**src/rtl/sevenseg_scan_driver.sv**
```systemverilog
`default_nettype none
// ============================================================================
// Module      : sevenseg_scan_driver
// Description : Multiplexed hex seven-segment scanner with frame-synchronous
//               double-buffered update, leading-zero blanking and polarity.
// Revision    : 1.0 - initial release
// ============================================================================
module sevenseg_scan_driver #(
    parameter int N_DIGITS    = 8,
    parameter int REFRESH_DIV = 100000,
    parameter int ACTIVE_LOW  = 1
) (
    input  logic                    clk,
    input  logic                    reset,
    input  logic [4*N_DIGITS-1:0]   value,
    input  logic [N_DIGITS-1:0]     dp_in,
    input  logic [N_DIGITS-1:0]     digit_en,
    input  logic                    lz_blank,
    input  logic                    load,
    output logic [6:0]              segments,
    output logic                    dp,
    output logic [N_DIGITS-1:0]     anodes,
    output logic                    frame_done
);

    localparam int c_presc_w = (REFRESH_DIV > 1) ? $clog2(REFRESH_DIV) : 1;
    localparam int c_idx_w   = $clog2(N_DIGITS);
    localparam logic [c_presc_w-1:0] c_presc_max = c_presc_w'(REFRESH_DIV - 1);
    localparam logic [c_idx_w-1:0]   c_idx_max   = c_idx_w'(N_DIGITS - 1);
    localparam logic                 c_inv       = (ACTIVE_LOW != 0);

    logic [c_presc_w-1:0]  r_presc;
    logic [c_idx_w-1:0]    r_idx;
    // Enables are held inverted (blank mask) so a cleared display shows zeros.
    logic [4*N_DIGITS-1:0] r_disp_val,   r_pend_val;
    logic [N_DIGITS-1:0]   r_disp_dp,    r_pend_dp;
    logic [N_DIGITS-1:0]   r_disp_blank, r_pend_blank;
    logic                  r_pend_flag;
    logic [6:0]            r_segments;
    logic                  r_dp;
    logic [N_DIGITS-1:0]   r_anodes;

    logic                  w_tick;
    logic                  w_wrap;
    logic [4*N_DIGITS-1:0] w_shifted;
    logic [3:0]            w_nibble;
    logic                  w_blank;
    logic [6:0]            w_seg_raw;
    logic [6:0]            w_seg;
    logic                  w_dp;
    logic [N_DIGITS-1:0]   w_anode;

    assign w_tick    = (r_presc == c_presc_max);
    assign w_wrap    = w_tick && (r_idx == c_idx_max);
    assign w_shifted = r_disp_val >> {r_idx, 2'b00};
    assign w_nibble  = w_shifted[3:0];
    // Everything from the current nibble upward is zero -> leading zero.
    assign w_blank   = r_disp_blank[r_idx] ||
                       (lz_blank && (r_idx != '0) && (w_shifted == '0));
    assign w_anode   = {{(N_DIGITS-1){1'b0}}, 1'b1} << r_idx;

    always_comb begin
        w_seg_raw = 7'b0000000;
        case (w_nibble)
            4'h0: w_seg_raw = 7'b1111110;
            4'h1: w_seg_raw = 7'b0110000;
            4'h2: w_seg_raw = 7'b1101101;
            4'h3: w_seg_raw = 7'b1111001;
            4'h4: w_seg_raw = 7'b0110011;
            4'h5: w_seg_raw = 7'b1011011;
            4'h6: w_seg_raw = 7'b1011111;
            4'h7: w_seg_raw = 7'b1110000;
            4'h8: w_seg_raw = 7'b1111111;
            4'h9: w_seg_raw = 7'b1111011;
            4'hA: w_seg_raw = 7'b1110111;
            4'hB: w_seg_raw = 7'b0011111;
            4'hC: w_seg_raw = 7'b1001110;
            4'hD: w_seg_raw = 7'b0111101;
            4'hE: w_seg_raw = 7'b1001111;
            4'hF: w_seg_raw = 7'b1000111;
            default: w_seg_raw = 7'b0000000;
        endcase
        w_seg = w_blank ? 7'b0000000 : w_seg_raw;
        w_dp  = !w_blank && r_disp_dp[r_idx];
    end

    always_ff @(posedge clk) begin
        if (reset) begin
            r_presc      <= '0;
            r_idx        <= '0;
            r_disp_val   <= '0;
            r_disp_dp    <= '0;
            r_disp_blank <= '0;
            r_pend_val   <= '0;
            r_pend_dp    <= '0;
            r_pend_blank <= '0;
            r_pend_flag  <= 1'b0;
            r_segments   <= {7{c_inv}};
            r_dp         <= c_inv;
            r_anodes     <= {N_DIGITS{c_inv}};
        end else begin
            r_presc <= w_tick ? '0 : r_presc + c_presc_w'(1);
            if (w_tick) begin
                r_idx <= (r_idx == c_idx_max) ? '0 : r_idx + c_idx_w'(1);
            end

            // A load on the boundary cycle bypasses the pending buffer.
            if (w_wrap && load) begin
                r_disp_val   <= value;
                r_disp_dp    <= dp_in;
                r_disp_blank <= ~digit_en;
                r_pend_flag  <= 1'b0;
            end else if (w_wrap && r_pend_flag) begin
                r_disp_val   <= r_pend_val;
                r_disp_dp    <= r_pend_dp;
                r_disp_blank <= r_pend_blank;
                r_pend_flag  <= 1'b0;
            end else if (load) begin
                r_pend_val   <= value;
                r_pend_dp    <= dp_in;
                r_pend_blank <= ~digit_en;
                r_pend_flag  <= 1'b1;
            end

            r_segments <= w_seg ^ {7{c_inv}};
            r_dp       <= w_dp ^ c_inv;
            r_anodes   <= w_anode ^ {N_DIGITS{c_inv}};
        end
    end

    assign segments   = r_segments;
    assign dp         = r_dp;
    assign anodes     = r_anodes;
    assign frame_done = w_wrap;

endmodule
`default_nettype wire

```
**config.mk**
```make
export PLATFORM = sky130hd
export DESIGN_NAME = sevenseg_scan_driver
export DESIGN_NICKNAME = d
export VERILOG_FILES = /design/src/rtl/sevenseg_scan_driver.sv
export SDC_FILE = /design/constraint.sdc
export NUM_CORES = 1
export LEC_CHECK = 0
export BUFFER_PORTS_ARGS = -buffer_cell sky130_fd_sc_hd__buf_4
export CAP_MARGIN = 40
export CORE_ASPECT_RATIO = 1.4
export CORE_UTILIZATION = 45
export CTS_BUF_LIST = sky130_fd_sc_hd__clkbuf_4
export CTS_CLUSTER_SIZE = 28
export DETAILED_ROUTE_END_ITERATION = 16
export GPL_TIMING_DRIVEN = 0
export PLACE_DENSITY_LB_ADDON = 0.15
export RECOVER_POWER = 50
export SYNTH_ARGS = -nofsm -noshare
export SYNTH_HDL_FRONTEND = slang
export SYNTH_SLANG_ARGS = --single-unit
```
**constraint.sdc**
```tcl
create_clock -name clk -period 3.6 [get_ports clk]
set_clock_uncertainty 0.2 [all_clocks]
set_input_delay 0.54 -clock clk [delete_from_list [all_inputs] [get_ports clk]]
set_output_delay 0.54 -clock clk [all_outputs]
set_load 0.05 [all_outputs]
```
==> impl_metrics.py <==
metrics = {
    "place": {
        "dpl_worst_slack_ps": -113,
        "placed_cells_incl_taps": 885,
        "port_buffers": 67,
        "placedInstanceArea_um2": 6500,
        "dpl.hpwl_mm": 12.1,
        "place_congestion": 0.868,
    },
    "worst_setup_path": {
        "worst_ep_required_time_ps": 3860,
        "worstPathMaxFanout": 10,
        "critPathArrivalTime_ps": 3640,
        "start_kind": "flip-flop",
        "timing_worst_setup_path_type": "flip-flop to flip-flop",
        "crit_path_end_kind": "flip-flop",
    },
    "timing": {
        "timing.max_slew.rel_slack": 0.407,
        "final_critical_path_setup_slack_ps": 219,
        "rsz0062_at_grt": "no",
        "max_clock_freq_ghz": 0.296,
        "final_min_period_over_clock_period": 0.939,
        "timing_worst_slew_pin_value_ps": 882,
        "finalMaxSlewViolations": 0,
        "final_period_minus_worst_setup_slack_ps": 3380,
        "hold_ws_ps": 31.7,
        "timing.final.setup_violations": 0,
        "report.final.hold_viol_count": 0,
    },
    "route": {
        "route.vias.total": 5291,
        "route.antenna.remaining_nets": 0,
        "wl_per_cell_um": 17.2,
        "drt-pass1-iter-count": 13,
        "post_drt_via_cell_ratio": 5.70,
        "drc": 1,
        "drt_iter0_drc": 307,
        "finalWirelength_mm": 16.0,
    },
    "logic_synthesis": {
        "synth.cell_area_um2": 5810,
        "yosys.area_share.adder": 0.0280,
        "number_of_enable_flip_flop_cells_after_synthesis": 0,
        "dominant_combinational_cell_family_by_area_after_synthesis": "compound AO/OA/AOI/OAI gates",
        "asyncSetResetFlopFracSynth": 0,
        "synth-simple-area-share": 0.175,
        "syn-mean-instance-area_um2": 8.70,
        "synth_compound_area_frac": 0.200,
        "mappedNetlistNets": 733,
        "synth_top_flop_cell": "sky130_fd_sc_hd__dfxtp_1",
        "synthesis_stage_register_bit_count": 133,
        "synth_xor_xnor_area_share": 0.0226,
        "synth-seq-area-share": 0.458,
        "share_of_cell_area_taken_by_muxes_after_synthesis": 0.0758,
        "synth.yosys.warnings": 0,
        "yosys.cell_types.count": 44,
        "syn_inst": 668,
    },
    "floorplanning": {
        "floorplan.initialDensity": 0.467,
        "design.portCount": 69,
        "fp.dieH_um": 136,
        "design.core.area_um2": 12400,
        "rows": 48,
        "die-area_um2": 13400,
        "die_width_um": 98.0,
    },
    "cts": {
        "sinks_on_clock_net": 133,
        "cts.root.buffer_cell": "sky130_fd_sc_hd__clkbuf_4",
        "cts_buffer_depth": 2,
        "post_cts_buffers": 0,
        "clk_pin_slew_worst_paths_ps": 120,
        "clk_latency_ps": 550,
        "cts_made_buffers": 17,
        "cts_tree": "done",
        "cts_max_level": 4,
    },
    "grt": {
        "busiest_layer": "met2",
        "antenna_violations_before_repair": 1,
        "grt_max_degree": 17,
        "wire_length_of_the_first_global_routing_pass_mm": 25.1,
        "use_met3": 0.0494,
        "met2_usage": 0.441,
        "grt_met1_use": 0.270,
        "grt_pass1_vias": 5118,
        "overflow": 0,
        "gr-usage-all-layers": 0.244,
    },
    "power": {
        "power.ir.vdd_worst_mv": 0.239,
        "power_frac_seq": 0.562,
        "p_comb_frac": 0.073,
        "power_density_nw_per_um2": 397,
        "netSwitchingPower_uw": 718,
        "total_leakage_power_nw": 2.47,
        "pwr-share-clk": 0.365,
        "power_report.internal_total_mw": 2.00,
        "switching_share": 0.264,
    },
    "final_layout": {
        "finalNonFillerCells": 929,
        "final_cell_area_excluding_filler_cells_um2": 6860,
        "layout.nets": 830,
        "multiInputGateArea_um2": 2930,
        "area.growth.synth_to_final_pct": 18.0,
        "final_util": 0.551,
        "final.fill_count": 1211,
        "drive_gt1_frac": 0.143,
        "final-seq-area_um2": 2660,
    },
    "hold_path": {
        "class_of_the_worst_hold_path": "input port to flip-flop",
    },
    "status": {
        "run_status": "complete, but fails checks",
        "failed_checks": "DRC",
    },
    "job": {
        "cap_violations": 0,
    },
}
## worst paths after layout
path	end	startpoint	cells past startpoint	slack [ps]
max	segments[2]$_SDFF_PP1_	r_idx[1]$_SDFFE_PP0N_	9	220
min	r_pend_val[9]$_SDFFE_PP0P_	value[9]	3	30
max reg2reg	segments[2]$_SDFF_PP1_	r_idx[1]$_SDFFE_PP0N_	9	220
min reg2reg	r_disp_blank[1]$_SDFFE_PP0P_	r_disp_blank[1]$_SDFFE_PP0P_	2	260
## worst max-delay path: stages, from the launching register on
cell and delay (ps):
sky130_fd_sc_hd__dfxtp_1 510, sky130_fd_sc_hd__buf_2 330, sky130_fd_sc_hd__buf_2 350, sky130_fd_sc_hd__mux4_2 400, sky130_fd_sc_hd__mux2i_2 320, sky130_fd_sc_hd__ha_1 250
sky130_fd_sc_hd__o311ai_0 120, sky130_fd_sc_hd__or4_1 470, sky130_fd_sc_hd__buf_2 180, sky130_fd_sc_hd__o21ai_1 170
## layout make-up
type	instances	share of cell area
diodes	1	0.000365
plain buffers	52	0.0301
clock buffers	17	0.0186
clock inverters	15	0.0226
inverters	8	0.00438
multi-input cells	475	0.427
flip-flops and latches	133	0.388
well taps	150	0.0274
repair buffers	78	0.0807
## timing repair
item / 4_1_cts / 5_1_grt
hold buffers: 8 / 3
hold endpoints to repair: 8 / 3
setup endpoints to repair: 8 / 8
cloned: 0 / 0
gates resized for setup: 1 / 3
## power groups by stage
stage / clock [mW] / combinational (mW) / sequential (mW)
detailed placement: 0 / 0.191 / 1.56
CTS: 1.01 / 0.199 / 1.53
global placement: 0 / 0.186 / 1.56
finish: 0.993 / 0.198 / 1.53
global route: 1.07 / 0.217 / 1.53
floorplan: 0 / 0.0861 / 1.57
## sequential cells by signal, summed over array words and instances (netlist names), 3 cells and up
register,count
r_disp_dp,8
r_idx,3
r_pend_dp,8
r_pend_val,32
r_presc,17
r_disp_val,32
anodes,8
r_disp_blank,8
r_pend_blank,8
segments,7
## cell usage after synthesis (all sizes together) (2+ instances only)
cell type / number / area (um2)
mux4: 13 / 293
nand2b: 3 / 18.8
and3: 4 / 25.0
nand2: 146 / 548
a22oi: 3 / 22.5
clkbuf: 43 / 161
mux2: 4 / 45.0
o21ai: 7 / 35.0
nor2: 49 / 184
nor3: 9 / 45.0
a21boi: 2 / 15.0
dfxtp: 133 / 2660
inv: 7 / 26.3
nor4bb: 2 / 20.0
nor4: 11 / 68.8
mux2i: 9 / 103
o221ai: 40 / 350
xor2: 8 / 70.1
o311ai: 2 / 17.5
and2: 2 / 12.5
o211ai: 6 / 45.0
buf: 9 / 43.8
xnor2: 7 / 61.3
a21oi: 93 / 465
nand3: 10 / 50.1
a211oi: 12 / 90.1
ha: 13 / 163
a211o: 8 / 70.1
and4: 2 / 17.5
## cells in the final DEF (no fill, tap or decap), types with 10 or more instances in the layout
master and n:
sky130_fd_sc_hd__clkbuf_1 59, sky130_fd_sc_hd__dlygate4sd3_1 11, sky130_fd_sc_hd__clkbuf_4 17, sky130_fd_sc_hd__nand2_1 146
sky130_fd_sc_hd__dfxtp_1 133, sky130_fd_sc_hd__a21oi_1 93, sky130_fd_sc_hd__nor2_1 49, sky130_fd_sc_hd__nor4_1 11
sky130_fd_sc_hd__ha_1 13, sky130_fd_sc_hd__nand3_1 10, sky130_fd_sc_hd__buf_4 51, sky130_fd_sc_hd__a211oi_1 12
sky130_fd_sc_hd__mux4_2 13, sky130_fd_sc_hd__o221ai_1 40
## routing by layer
layer	share of wire	up-vias
met4	0.035	0
met5	0	-
met1	0.41	2512
met3	0.040	38
met2	0.52	156
li1	-	2585
## metrics by stage
stage               total power [mW]  setup TNS, ps
global placement                1.75           -837
global route                    2.82              0
floorplan                       1.66              0
CTS                             2.74              0
detailed placement              1.75           -836
finish                          2.72              0
## kinds of logic after synthesis
logic type | Yosys count
AOI/OAI and AO/OA | 179
and+or+nand+nor | 242
adders and majority gates | 13
muxes | 26
DFF | 133
xor gates and xnor gates | 15
buffers and inverters | 60
No activity file was read; power rests on OpenSTA's default activity.
